## src/rtl/value_uart_reporter.sv

```systemverilog
// Watches a 6-bit counter value and reports every change over a UART 8N1 line
// as two uppercase hex digits plus a line feed, with a one-deep pending slot.
module value_uart_reporter #(
  parameter int CLKS_PER_BIT = 4
) (
  input  logic       clk,
  input  logic       reset,
  input  logic [5:0] value,
  output logic       tx,
  output logic       busy,
  output logic [7:0] drop_count
);

  typedef enum logic [1:0] {IDLE, START, DATA, STOP} state_t;

  state_t      state, state_nxt;
  logic [15:0] baud_cnt, baud_nxt;
  logic [2:0]  bit_cnt, bit_nxt;
  logic [1:0]  char_idx, char_nxt;
  logic [5:0]  frame_val, frame_nxt;
  logic [7:0]  char_q, char_q_nxt;
  logic [5:0]  value_q;
  logic [5:0]  pending_val;
  logic        pending_valid;
  logic        tx_nxt;

  logic        change, bit_end, frame_done, take_pending, launch;
  logic [5:0]  launch_val;

  function automatic logic [7:0] char_of(input logic [5:0] v, input logic [1:0] idx);
    case (idx)
      2'd0:    return 8'h30 + {6'd0, v[5:4]};
      2'd1:    return (v[3:0] < 4'd10) ? 8'h30 + {4'd0, v[3:0]} : 8'h37 + {4'd0, v[3:0]};
      default: return 8'h0A;
    endcase
  endfunction

  assign change       = (value != value_q);
  assign bit_end      = (baud_cnt == 16'(CLKS_PER_BIT - 1));
  assign frame_done   = (state == STOP) && bit_end && (char_idx == 2'd2);
  assign take_pending = pending_valid && ((state == IDLE) || frame_done);
  // A change in the final stop cycle chains straight into the next frame.
  assign launch       = take_pending || (frame_done && change);
  assign launch_val   = pending_valid ? pending_val : value;

  // NOTE: every always_comb output gets a default first so no path infers a latch.
  always_comb begin
    state_nxt  = state;
    baud_nxt   = baud_cnt;
    bit_nxt    = bit_cnt;
    char_nxt   = char_idx;
    frame_nxt  = frame_val;
    char_q_nxt = char_q;
    case (state)
      IDLE: begin
        if (launch) begin
          state_nxt  = START;
          baud_nxt   = '0;
          bit_nxt    = '0;
          char_nxt   = '0;
          frame_nxt  = launch_val;
          char_q_nxt = char_of(launch_val, 2'd0);
        end
      end
      START: begin
        if (bit_end) begin
          state_nxt = DATA;
          baud_nxt  = '0;
          bit_nxt   = '0;
        end else begin
          baud_nxt = baud_cnt + 16'd1;
        end
      end
      DATA: begin
        if (bit_end) begin
          baud_nxt = '0;
          if (bit_cnt == 3'd7) state_nxt = STOP;
          else                 bit_nxt   = bit_cnt + 3'd1;
        end else begin
          baud_nxt = baud_cnt + 16'd1;
        end
      end
      STOP: begin
        if (bit_end) begin
          baud_nxt = '0;
          bit_nxt  = '0;
          if (char_idx != 2'd2) begin
            state_nxt  = START;
            char_nxt   = char_idx + 2'd1;
            char_q_nxt = char_of(frame_val, char_idx + 2'd1);
          end else if (launch) begin
            state_nxt  = START;
            char_nxt   = '0;
            frame_nxt  = launch_val;
            char_q_nxt = char_of(launch_val, 2'd0);
          end else begin
            state_nxt = IDLE;
            char_nxt  = '0;
          end
        end else begin
          baud_nxt = baud_cnt + 16'd1;
        end
      end
      default: state_nxt = IDLE;
    endcase
  end

  // tx is registered from the next state so the line never glitches.
  always_comb begin
    tx_nxt = 1'b1;
    if (state_nxt == START)     tx_nxt = 1'b0;
    else if (state_nxt == DATA) tx_nxt = char_q_nxt[bit_nxt];
  end

  // NOTE: sequential state uses non-blocking assignments so all registers update together.
  always_ff @(posedge clk or negedge reset) begin
    if (!reset) begin
      state     <= IDLE;
      baud_cnt  <= '0;
      bit_cnt   <= '0;
      char_idx  <= '0;
      frame_val <= '0;
      char_q    <= '0;
      tx        <= 1'b1;
      busy      <= 1'b0;
    end else begin
      state     <= state_nxt;
      baud_cnt  <= baud_nxt;
      bit_cnt   <= bit_nxt;
      char_idx  <= char_nxt;
      frame_val <= frame_nxt;
      char_q    <= char_q_nxt;
      tx        <= tx_nxt;
      busy      <= (state_nxt != IDLE);
    end
  end

  always_ff @(posedge clk or negedge reset) begin
    if (!reset) begin
      value_q       <= '0;
      pending_val   <= '0;
      pending_valid <= 1'b0;
      drop_count    <= '0;
    end else begin
      value_q <= value;
      if (change) begin
        pending_val <= value;
        // Launching directly from value leaves nothing pending.
        pending_valid <= !(launch && !pending_valid);
        if (pending_valid && !take_pending && (drop_count != 8'hFF))
          drop_count <= drop_count + 8'd1;
      end else if (take_pending) begin
        pending_valid <= 1'b0;
      end
    end
  end

endmodule

```

## config.mk

```make
export PLATFORM = sky130hd
export DESIGN_NAME = value_uart_reporter
export DESIGN_NICKNAME = d
export VERILOG_FILES = /design/src/rtl/value_uart_reporter.sv
export SDC_FILE = /design/constraint.sdc
export NUM_CORES = 1
export LEC_CHECK = 0
export ABC_AREA = 1
export BUFFER_PORTS_ARGS = -buffer_cell sky130_fd_sc_hd__buf_2
export CELL_PAD_IN_SITES_DETAIL_PLACEMENT = 1
export CELL_PAD_IN_SITES_GLOBAL_PLACEMENT = 2
export CORE_MARGIN = 3
export CORE_UTILIZATION = 39
export DETAILED_ROUTE_END_ITERATION = 10
export PLACE_DENSITY = 0.83
export SLEW_MARGIN = 30
export SYNTH_ARGS = -nofsm -noshare
export SYNTH_HDL_FRONTEND = slang
export SYNTH_SLANG_ARGS = --single-unit
```

## constraint.sdc

```tcl
create_clock -name clk -period 4.8 [get_ports clk]
set_clock_uncertainty 0.1 [all_clocks]
set_input_delay 0.72 -clock clk [delete_from_list [all_inputs] [get_ports clk]]
set_output_delay 0.72 -clock clk [all_outputs]
set_load 0.01 [all_outputs]
```

# == Word level (Yosys, flattened, before mapping) ==
# Cells that the tools add are included.
# totals
out_inout_bits,10
regBits,60
ramBits,0
in_bits,8
memories,0
latchBits,0
wordCells,96
rom_bits,0
# op_classes
n_mux,37
n_lt_le_gt_ge,2
bitwise_logic,0
div,0
addsub,8
shift,0
n_reduce_logical,22
eq_ne,15
multipliers,0
# op_table
cell,n
two-way mux 16 bit,2
one-hot mux 16 bit (2 select lines),1
two-way mux 6 bit,4
two-way mux 8 bit,3
adder 16 x 1 -> 16 bit (second input constant),1
equality test 16 x 2 -> 1 bit (second input constant),1
two-way mux 2 bit,8
one-hot mux 8 bit (2 select lines),1
adder 6 x 2 -> 7 bit (first input constant),2
adder 6 x 4 -> 7 bit (first input constant),2
one-hot mux 7 bit (2 select lines),1
two-way mux 3 bit,4
one-hot mux 6 bit (2 select lines),1
one-hot mux 3 bit (3 select lines),1
adder 8 x 1 -> 8 bit (second input constant),1
equality test 2 bit (second input constant),4
!= test 2 bit (second input constant),4
!= test 8 bit (second input constant),1
one-hot mux 2 bit (4 select lines),1
logical AND 1 bit,7
two-way mux 1 bit,7
two-way mux 7 bit,1
equality test 2 x 1 -> 1 bit (second input constant),3
!= test 6 bit,1
15 further kinds,22

# == Logic depth before layout (Yosys ltp) ==
# Gate-level depths: netlist (run 1).
# logic_depth
ltp_word,14
ltp_mapped,22

# == Worst setup path before layout (run 1) ==
# OpenSTA, ideal clock, no wires.
# synth_timing
path_kind,input-to-reg
startpoint,in value[1]
endpoint,reg drop_count[7]
setup_slack_ns,2.494
path_stages,11
t_arrival_ns,2.080
required_time_ns,4.574
path_buffers,0
path_cell_list,inv_1 -> nand2_1 -> nand2_1 -> nor2_1 -> nand3_4 -> inv_2 -> a311oi_2 -> nand4_2 -> nor2_2 -> nand3_1 -> xnor2_1
# synth_between
elab_chain_cells,2
# synth_lines
element,line,text
start: declaration,8,"input logic [5:0] value,"
!= test 6 bit,38,assign change = (value != value_q);
AND reduction 2 bit (no line),-,
end signal: assignment,151,drop_count <= drop_count + 8'd1;
end: declaration,11,output logic [7:0] drop_count
# Every way passes these cells.
# A chain may end at the register's enable or synchronous reset.

# == Final worst setup path (run 1) ==
# layout_timing
startpoint,reg state[0]
endpoint,reg baud_cnt[15]
# layout_between
elab_chain_cells,7
elab_cells_between_ends,13
cone_classes,eq/ne (4); mux (1); reduce/logical (8)
# layout_lines
element,line,text
start: declaration,16,"state_t state, state_nxt;"
start signal: assignment,127,state <= state_nxt;
equality test 2 bit,"40, 54",
logical AND 1 bit (2 in a row),40,assign frame_done = (state == STOP) && bit_end && (char_idx == 2'd2);
logical OR 1 bit,41,assign take_pending = pending_valid && ((state == IDLE) || frame_done);
logical AND 1 bit,41,
logical OR 1 bit,43,assign launch = take_pending || (frame_done && change);
!= test 2 bit (no line),-,
end signal: assignment,128,baud_cnt <= baud_nxt;
end: declaration,17,"logic [15:0] baud_cnt, baud_nxt;"
# Several ways; a longest one is shown, not always the timed one.

==> out/results.txt, run 1 <==
status -> finished clean
ANT nets after route -> 0
CP cell instances -> ha_1 -> nand2_1 -> inv_1 -> nand3_4 -> inv_2 -> nand2_2 -> nand2_1 -> nor2_2 -> inv_2 -> nand3_1 -> nor2_1 -> nand3_1 -> o21ai_0 -> a21oi_1
post-synth net total -> 499
minimum clock period -> 2710 ps
placed instance count -> 599
crit-path max FO -> 22
Critical Path End Type -> register
synth cell count leaders -> 128 x nand2_1, 69 x inv_1, 59 x dfrtp_1, 33 x o21ai_0, 32 x nand3_1
Residual DRC -> 0
gpl congestion -> 0.799
placed wire-length estimate -> 6950 um
Avg WL per Cell -> 14.9 um
mapped cell area -> 3590 um2
measured slew at the worst slew-check pin -> 807 ps
fin nets -> 524
crit path to -> baud_cnt[15]$_DFFE_PN0P_
row cnt -> 34
Worst path max stage delay -> 490 ps
HP Start -> char_q[3]$_DFF_PN0_
Internal Power -> 905 uW
CTS clock-pin slew for the worst setup and hold paths -> 80 ps
largest net degree at the start of global routing -> 61
gr usage total -> 19.2%
synthesis-stage register bit count -> 60
Skew-Pair Late Insertion Delay -> 340 ps
final wirelength -> 9160 um
Reg2Reg Depth -> 14
Switching Share -> 27.4%
IO Port Bufs -> 17
top cells by area, synth -> dfrtp_1 41%, nand2_1 13%, inv_1 7.2%, ha_1 4.9%, o21ai_0 4.6%
Critical Path RT -> 4920 ps
most frequent cell after synthesis -> nand2_1
Flop pwr share -> 47.1%
Lkg Pwr -> 0.00207 uW
Vias/cell -> 5.13
endpoints failing setup -> 0
worst reg2reg setup slack -> 2090 ps
Max Cap Viol -> 0
GRT overflow -> 0
type of origin of the critical path -> register
Inserted Diodes -> 0
CTS Hold Bufs -> 0
IO Count -> 18
post-route cell area -> 4010 um2
core area -> 8850 um2
Clock Sinks -> 60
post-CTS setup buffers -> 0
worst setup path start -> state[0]$_DFF_PN0_
Worst slew margin -> 46.2%
first-pass GRT wire length -> 15600 um
asr flop ratio synth -> 100%
die extent in y -> 102 um
sequential element share of the synthesized area -> 41.9%
clock network power share -> 41.2%
Post-CTS Resized -> 0
Peak Freq -> 0.369 GHz
Yosys top cell area share -> 41.1%
Syn Area/Cell -> 7.53 um2
die area -> 10400 um2
Synth area leader -> dfrtp_1
via count -> 3152
Initial Util -> 40.6%
number of global-route vias before repair -> 3207
placed cell areas -> 3800 um2
fin util -> 45.4%
Yosys cell types -> 40
Comb pwr share -> 11.7%
slowest stage cell on the critical path -> ha_1
setup slack after layout -> 2090 ps
Root Driver -> clkbuf_8
final worst-path cycle share -> 56.5%
initial antenna violation count -> 0
Ys Warns -> 0
total CTS buffers -> 9
critical path class -> register to register
worst r2r src -> state[0]$_DFF_PN0_
net switching power -> 341 uW
area delta synth->final -> 11.8%
TritonCTS clock tree -> built
H-tree depth -> 3
Post-synth EDFFs -> 0
Die X -> 102 um
dpl ws -> 2040 ps
Mapped Cells -> 477
share of layout cells above drive strength 1 -> 13.2%
Initial DRT Pass Iterations -> 4
RSZ-0062 raised after global routing -> no
Hold Fails Final Rpt -> 0
ys flop type -> dfrtp_1
R2R Path End -> baud_cnt[15]$_DFFE_PN0P_
VDD IR max -> 0.000257 V
setup_tns -> 0 ps
Pwr per Cell Area -> 310 nW/um2
Hold Path Class -> register to register
crit path DAT -> 2830 ps
Max Slew Vio Count -> 0
CTS max path bufs -> 2
1st-iter DRT viols -> 91
Fillers -> 1114
Layout Cells excl Fill -> 615
metrics by stage:
step | total power [uW] | hold slack [ps]
2_1_floorplan | 679 | 324
3_3_place_gp | 741 | 358
3_5_place_dp | 747 | 367
4_1_cts | 1260 | 385
5_1_grt | 1310 | 386
6_report | 1250 | 379
worst max-delay path: cells and delay by family (launching register included):
family                     cells  cell delay, ps
and+or+nand+nor                8             890
DFF                            1             390
buffers and inverters          3             490
AOI/OAI and AO/OA              2             210
adders and majority gates      1             490
kinds of logic (layout without fill, tap and decap cells):
| logic type | Yosys count | in the layout | share of synthesized area (%) |
|---|---|---|---|
| xor gates and xnor gates | 8 | 8 | 1.95 |
| buffers and inverters | 79 | 109 | 8.40 |
| adders and majority gates | 14 | 14 | 4.88 |
| and+or+nand+nor | 234 | 234 | 30.0 |
| AOI/OAI and AO/OA | 81 | 81 | 12.6 |
| muxes | 1 | 1 | 0.314 |
| DFF | 60 | 60 | 41.9 |
state kept, by name, summed over array words and instances, names as in the netlist:
signal / cells
state: 2
pending_val: 6
drop_count: 8
busy: 1
bit_cnt: 3
value_q: 6
tx: 1
char_idx: 2
char_q: 8
frame_val: 6
baud_cnt: 16
pending_valid: 1
cell type report:
cell class	count	area [um2]	share of cell area [%]
tap	108	135	3.37
inverter	75	282	7.01
clock inverter	6	88.8	2.21
multi-input combinational	338	1790	44.5
sequential	60	1500	37.4
clock buffer	10	128	3.18
timing repair buffer	18	92.6	2.31
power by group through the flow:
stage	clock (uW)	combinational, uW	sequential (uW)
2_1_floorplan	0	72.2	607
3_3_place_gp	0	146	596
3_5_place_dp	0	150	597
4_1_cts	521	151	588
5_1_grt	550	168	596
6_report	513	146	586
per-layer routing:
| metal | wire, um | vias to the layer above | GRT usage [%] | share of wire (%) |
|---|---|---|---|---|
| met1 | 4390 | 1532 | 24.8 | 48 |
| met2 | 4490 | 23 | 33.1 | 49 |
| met4 | 136 | 0 | 6.36 | 1.5 |
| li1 | - | 1585 | - | - |
| met3 | 147 | 12 | 2.87 | 1.6 |
| met5 | 0 | - | 0 | 0 |
cell usage in the layout (no fill, tap or decap), drive strengths merged, types with 3 or more instances in the layout:
cell type  count
nand2        134
inv           75
dfrtp         59
nor2          41
nand3         37
o21ai         35
a21oi         30
buf           18
ha            14
clkbuf        10
nand4          9
nor3           8
xnor2          5
a21boi         4
xor2           3
o22ai          3
a22oi          3
worst min-delay path by stage:
stage               depth (start not counted)  slack, ps                      end
floorplan                                   0        320  baud_cnt[0]$_DFFE_PN0P_
global placement                            2        360      char_q[3]$_DFF_PN0_
detailed placement                          2        370      char_q[3]$_DFF_PN0_
CTS                                         2        380      char_q[3]$_DFF_PN0_
global route                                1        390     value_q[3]$_DFF_PN0_
finish                                      2        380      char_q[3]$_DFF_PN0_
No activity file was read; power rests on OpenSTA's default activity.
==> inputs of run 2 (changes only) <==
--- a/config.mk
+++ b/config.mk
@@ -10,9 +10,9 @@
 export CELL_PAD_IN_SITES_DETAIL_PLACEMENT = 1
 export CELL_PAD_IN_SITES_GLOBAL_PLACEMENT = 2
 export CORE_MARGIN = 3
-export CORE_UTILIZATION = 39
+export CORE_UTILIZATION = 36
 export DETAILED_ROUTE_END_ITERATION = 10
-export PLACE_DENSITY = 0.83
+export PLACE_DENSITY = 0.77
 export SLEW_MARGIN = 30
 export SYNTH_ARGS = -nofsm -noshare
 export SYNTH_HDL_FRONTEND = slang
==> constraint.sdc (replaced) <==
create_clock -name clk -period 2.6 [get_ports clk]
set_clock_uncertainty 0.1 [all_clocks]
set_input_delay 0.39 -clock clk [delete_from_list [all_inputs] [get_ports clk]]
set_output_delay 0.39 -clock clk [all_outputs]
set_load 0.01 [all_outputs]
==> run 2 against run 1 <==
Against the previous run: die area increased by 7.8%; clock power increased by 78%; non-clock buffer count increased by 8; first-iteration DRC count increased by 34%; via count increased by 1.5%; sequential power increased by 84%; routed wire length increased by 3.6%; highest routed layer unchanged; fmax increased by 17%; largest power group unchanged; critical path depth increased by 5; global-route usage decreased by 0.66 points.
==> out/results.txt, run 2 (synthesized netlist as in run 1, its figures left out) <==
core area -> 9460 um2 (+6.9%)
Layout Cells excl Fill -> 644 (+4.7%)
type of origin of the critical path -> register
fin nets -> 532 (+1.5%)
Critical Path End Type -> register
die area -> 11200 um2 (+7.8%)
die extent in y -> 106 um (+3.8%)
CTS max path bufs -> 2 (unchanged)
Avg WL per Cell -> 14.7 um (-1.0%)
Hold Fails Final Rpt -> 0 (unchanged)
Skew-Pair Late Insertion Delay -> 350 ps (about the same)
most common cell after layout, fill and taps aside -> nand2_1
1st-iter DRT viols -> 122 (+34%)
Most flops, register -> baud_cnt
Initial Util -> 37.9% (-2.6 points)
ANT nets after route -> 0 (unchanged)
Worst slew margin -> 58.0% (+12 points)
first-pass GRT wire length -> 16700 um (+6.8%)
Max Cap Viol -> 0 (unchanged)
Die X -> 106 um (+3.8%)
IO Count -> 18 (unchanged)
Vias/cell -> 4.97 (-3.1%)
VDD IR max -> 0.000475 V (+85%)
gr usage total -> 18.5% (-0.66 points)
initial antenna violation count -> 0 (unchanged)
worst reg2reg setup slack -> 280 ps (-1810 ps)
Residual DRC -> 0 (unchanged)
Root Driver -> clkbuf_8
area delta synth->final -> 15.1%
Largest register FFs -> 16 (unchanged)
TritonCTS clock tree -> built
Inserted Diodes -> 0 (unchanged)
final wirelength -> 9490 um (+3.6%)
share of layout cells above drive strength 1 -> 15.5% (+2.3 points)
final worst-path cycle share -> 89.3% (+33 points)
crit path DAT -> 2510 ps (-320 ps)
IO Port Bufs -> 17 (unchanged)
Reg2Reg Depth -> 19 (+5)
Initial DRT Pass Iterations -> 4 (unchanged)
CTS clock-pin slew for the worst setup and hold paths -> 80 ps (about the same)
H-tree depth -> 3 (unchanged)
Peak Freq -> 0.431 GHz (+17%)
row cnt -> 35 (+2.9%)
Critical Path RT -> 2790 ps (-2130 ps)
via count -> 3198 (+1.5%)
Max Slew Vio Count -> 0 (unchanged)
gpl congestion -> 0.815 (+2.0%)
endpoints failing setup -> 0 (unchanged)
top flop regs -> baud_cnt (16), char_q (8), drop_count (8)
post-CTS setup buffers -> 0 (unchanged)
Clock Sinks -> 60 (unchanged)
Fillers -> 1197 (+7.5%)
Pwr Total -> 2270 uW (+82%)
status -> finished clean
total CTS buffers -> 9 (unchanged)
minimum clock period -> 2320 ps (-390 ps)
measured slew at the worst slew-check pin -> 630 ps (-176 ps)
Lkg Pwr -> 0.00211 uW (+1.9%)
worst setup path start -> char_idx[0]$_DFFE_PN0P_
worst r2r src -> char_idx[0]$_DFFE_PN0P_
critical path class -> register to register
Hold Path Class -> primary input to register
R2R Path End -> tx$_DFF_PN1_
crit path to -> tx$_DFF_PN1_
largest net degree at the start of global routing -> 37 (-39%)
placed wire-length estimate -> 7420 um (+6.7%)
Pwr per Cell Area -> 550 nW/um2 (+77%)
most frequent cells in the layout -> 127 x nand2_1, 69 x inv_1, 59 x dfrtp_1
number of global-route vias before repair -> 3395 (+5.9%)
placed instance count -> 627 (+4.7%)
GRT overflow -> 0 (unchanged)
crit-path max FO -> 6 (-73%)
## run 2: cell count changes in the layout (fill, tap and decap cells not counted), sizes merged
cell         previous run  this run
buf                    18        25
bufinv                  2         1
dlygate4sd3             0         1
inv                    75        76
## run 2: through the flow
stage	hold WS [ps]	setup slack (ps)	setup TNS (ps)	instance area (um2)	utilization [%]
finish	73.0	279	0	4130	43.7
floorplan	-5.59	442	0	3590	-
detailed placement	345	104	0	3890	41.1
global placement	344	134	0	3890	41.1
CTS	63.8	202	0	4110	43.4
global route	61.3	-6.57	-6.57	4130	43.7
## run 2: worst min-delay path by stage
stage | start | end | cells past startpoint
after floorplan | reset | baud_cnt[0]$_DFFE_PN0P_ | 0
after global placement | reset | pending_val[2]$_DFFE_PN0P_ | 1
after detailed placement | reset | pending_val[2]$_DFFE_PN0P_ | 1
after CTS | value[3] | value_q[3]$_DFF_PN0_ | 1
after global routing | value[2] | value_q[2]$_DFF_PN0_ | 1
final | value[2] | value_q[2]$_DFF_PN0_ | 1
## run 2: critical path: stages, from the launching register on
cell	delay, ps
dfrtp_1	400
inv_1	130
ha_1	220
nand2_1	80
inv_1	100
nand3_4	100
nand2_1	90
nand2_1	160
nand2_1	170
nand2_1	90
nand3_1	90
nand2_1	60
nand2_1	80
nand2_1	60
nand3_1	60
nand2_1	50
nand3_1	70
nand2_1	50
nand2_1	50
nand2_1	50
## run 2: power breakdown
group	total, uW	switching [uW]	internal, uW	leakage (uW)
clock network	913	438	475	0.0000991
logic	276	147	129	0.00135
registers	1080	79.2	1010	0.000658
## run 2: final cells by class
type / instances / area (um2) / share of cell area, %
Clock buffer: 10 / 138 / 3.33
Sequential cell: 60 / 1500 / 36.4
Timing Repair Buffer: 26 / 168 / 4.06
Inverter: 75 / 282 / 6.81
Clock inverter: 6 / 71.3 / 1.73
Multi-Input combinational cell: 338 / 1810 / 43.8
Tap cell: 129 / 161 / 3.91
## run 2: metal layers
layer	vias to the layer above	part of all wire, %	global-route usage (%)
met2	26	49	31.2
met1	1560	48	24.8
li1	1606	-	-
met3	6	2.3	3.67
met4	0	0.77	3.89
met5	-	0	0
## run 2: timing repair
action / in CTS / in global routing
hold buffers: 1 / 0
hold endpoints to repair: 23 / 0
endpoints found under the setup margin: 0 / 2
gates resized for setup: 0 / 7
==> inputs of run 3 (changes only) <==
--- a/config.mk
+++ b/config.mk
@@ -7,12 +7,13 @@
 export LEC_CHECK = 0
 export ABC_AREA = 1
 export BUFFER_PORTS_ARGS = -buffer_cell sky130_fd_sc_hd__buf_2
+export CAP_MARGIN = 20
 export CELL_PAD_IN_SITES_DETAIL_PLACEMENT = 1
 export CELL_PAD_IN_SITES_GLOBAL_PLACEMENT = 2
 export CORE_MARGIN = 3
 export CORE_UTILIZATION = 36
 export DETAILED_ROUTE_END_ITERATION = 10
-export PLACE_DENSITY = 0.77
+export PLACE_DENSITY = 0.83
 export SLEW_MARGIN = 30
 export SYNTH_ARGS = -nofsm -noshare
 export SYNTH_HDL_FRONTEND = slang
==> run 3 against run 2 <==
Against the previous run: combinational power rose by 1%; routed wire length rose by 1.7%; register-to-register slack barely moved; first-iteration DRC count rose by 1.6%; sequential share of layout area fell by 0.32 points; largest cell class unchanged.
==> out/results.txt, run 3 (synthesized netlist as in run 1, its figures left out) <==
1st-iter DRT viols -> 124 (+1.6%)
Initial DRT Pass Iterations -> 4 (unchanged)
crit-path max FO -> 6 (unchanged)
area delta synth->final -> 16.1%
Initial Util -> 37.9% (unchanged)
Inserted Diodes -> 0 (unchanged)
Worst path max stage delay -> 400 ps (about the same)
area of the multi-input gates -> 1820 um2 (+0.55%)
status -> finished clean
most common cell after layout, fill and taps aside -> nand2_1
via count -> 3159 (-1.2%)
Skew-Pair Late Insertion Delay -> 330 ps (-20 ps)
H-tree depth -> 3 (unchanged)
Clock Sinks -> 60 (unchanged)
core area -> 9460 um2 (unchanged)
dpl ws -> 141 ps (+37.1 ps)
Most flops, register -> baud_cnt
final wirelength -> 9650 um (+1.7%)
Peak Freq -> 0.429 GHz (-0.50%)
endpoints failing setup -> 0 (unchanged)
IO Port Bufs -> 17 (unchanged)
Critical Path End Type -> register
Lkg Pwr -> 0.00212 uW (+0.37%)
initial antenna violation count -> 0 (unchanged)
first-pass GRT wire length -> 16800 um (+0.74%)
final worst-path cycle share -> 89.7% (+0.45 points)
Pwr per Cell Area -> 561 nW/um2 (+1.9%)
most frequent cells in the layout -> 126 x nand2_1, 69 x inv_1, 59 x dfrtp_1
Hold Path Class -> primary input to register
setup slack after layout -> 267 ps (-11.7 ps)
CTS max path bufs -> 2 (unchanged)
number of global-route vias before repair -> 3381 (-0.41%)
Max Slew Vio Count -> 0 (unchanged)
Worst slew margin -> 56.1% (-1.9 points)
largest net degree at the start of global routing -> 36 (-2.7%)
measured slew at the worst slew-check pin -> 659 ps (+28.4 ps)
top flop regs -> baud_cnt (16), char_q (8), drop_count (8)
fin nets -> 533 (+0.19%)
Root Driver -> clkbuf_8
Hold Fails Final Rpt -> 0 (unchanged)
CP cell instances -> ha_4 -> inv_1 -> nor2_1 -> nand2_1 -> nor2_4 -> nand3_4 -> inv_2 -> nand2_2 -> nand4_1 -> nand2_1 -> nand3b_1 -> nand2_1 -> inv_1 -> nand2_1 -> nand3_1 -> nand2_1 -> inv_1 -> nand2_1 -> nand2_1 -> nand2_1
Fillers -> 1213 (+1.3%)
Residual DRC -> 0 (unchanged)
Reg area -> 1500 um2 (unchanged)
Avg WL per Cell -> 15.0 um (+1.5%)
most frequent CP cell -> nand2_1
Vias/cell -> 4.90 (-1.4%)
GRT overflow -> 0 (unchanged)
TritonCTS clock tree -> built
type of origin of the critical path -> register
share of layout cells above drive strength 1 -> 16.1% (+0.55 points)
gr usage total -> 18.6% (+0.083 points)
critical path class -> register to register
Largest register FFs -> 16 (unchanged)
total CTS buffers -> 9 (unchanged)
crit path DAT -> 2500 ps (about the same)
placed wire-length estimate -> 7420 um (about the same)
minimum clock period -> 2330 ps (+11.7 ps)
Max Cap Viol -> 0 (unchanged)
IO Count -> 18 (unchanged)
VDD IR max -> 0.000444 V (-6.4%)
gpl congestion -> 0.888 (+8.9%)
die extent in y -> 106 um (unchanged)
row cnt -> 35 (unchanged)
ANT nets after route -> 0 (unchanged)
fin util -> 44.1% (+0.38 points)
Critical Path RT -> 2760 ps (-30 ps)
Die X -> 106 um (unchanged)
slowest stage cell on the critical path -> dfrtp_1
die area -> 11200 um2 (unchanged)
CTS clock-pin slew for the worst setup and hold paths -> 80 ps (about the same)
-- run 3: cell types whose count changed in the layout (fill, tap and decap cells not counted), sizes merged --
| cell | before | now |
|---|---|---|
| buf | 25 | 26 |
| bufinv | 1 | 2 |
| clkbuf | 10 | 9 |
| clkinv | 2 | 3 |
| inv | 76 | 75 |
-- run 3: cell type report --
| type | instances | area share, % |
|---|---|---|
| multi-input cells | 338 | 43.7 |
| inverters | 75 | 6.81 |
| clock buffers | 9 | 2.97 |
| flip-flops and latches | 60 | 36.1 |
| clock inverters | 7 | 2.43 |
| well taps | 129 | 3.87 |
| repair buffers | 27 | 4.20 |
-- run 3: repair_timing --
action                     CTS  global route
hold endpoints to repair    14             0
buffers inserted             0             2
hold buffers                 1             0
setup endpoints to repair    0             2
gates resized for setup      0             9
-- run 3: metal layers --
metal	global-route usage, %	wire length [um]
met1	25.0	4730
met2	31.4	4720
met3	3.18	151
met4	4.35	49
met5	0	0
-- run 3: through the flow --
stage | hold slack, ps | setup TNS [ps] | total power [uW] | cell area, um2 | instances
floorplan | -5.59 | 0 | 1250 | 3590 | 477
global placement | 361 | 0 | 1370 | 3880 | 626
detailed placement | 362 | 0 | 1390 | 3880 | 626
CTS | 72.4 | 0 | 2380 | 4120 | 643
global route | 76.7 | -3.44 | 2460 | 4170 | 645
finish | 93.3 | 0 | 2340 | 4170 | 645
-- run 3: worst paths after layout --
check	start	to	slack, ps	cells past startpoint
setup / recovery	baud_cnt[0]$_DFFE_PN0P_	tx$_DFF_PN1_	270	20
hold / removal	value[3]	value_q[3]$_DFF_PN0_	90	1
setup reg to reg	baud_cnt[0]$_DFFE_PN0P_	tx$_DFF_PN1_	270	20
hold reg to reg	pending_val[0]$_DFFE_PN0P_	pending_val[0]$_DFFE_PN0P_	390	2
max in group asynchronous	reset	frame_val[4]$_DFFE_PN0P_	1240	3
min in group asynchronous	reset	char_idx[1]$_DFFE_PN0P_	530	2
-- run 3: worst max-delay path, delay by kind of cell (launching register included) --
family / cells / cell delay (ps)
adder cells (fa/ha/maj): 1 / 180
buffers and inverters: 4 / 220
flip-flops: 1 / 400
AND/OR/NAND/NOR: 15 / 1360
-- run 3: power by group --
| group | leakage (uW) | total, uW | internal [uW] | switching, uW |
|---|---|---|---|---|
| clock network | 0.000106 | 971 | 545 | 427 |
| logic | 0.00135 | 280 | 129 | 151 |
| registers | 0.000658 | 1090 | 1010 | 81.1 |
| total | 0.00212 | 2340 | 1680 | 659 |
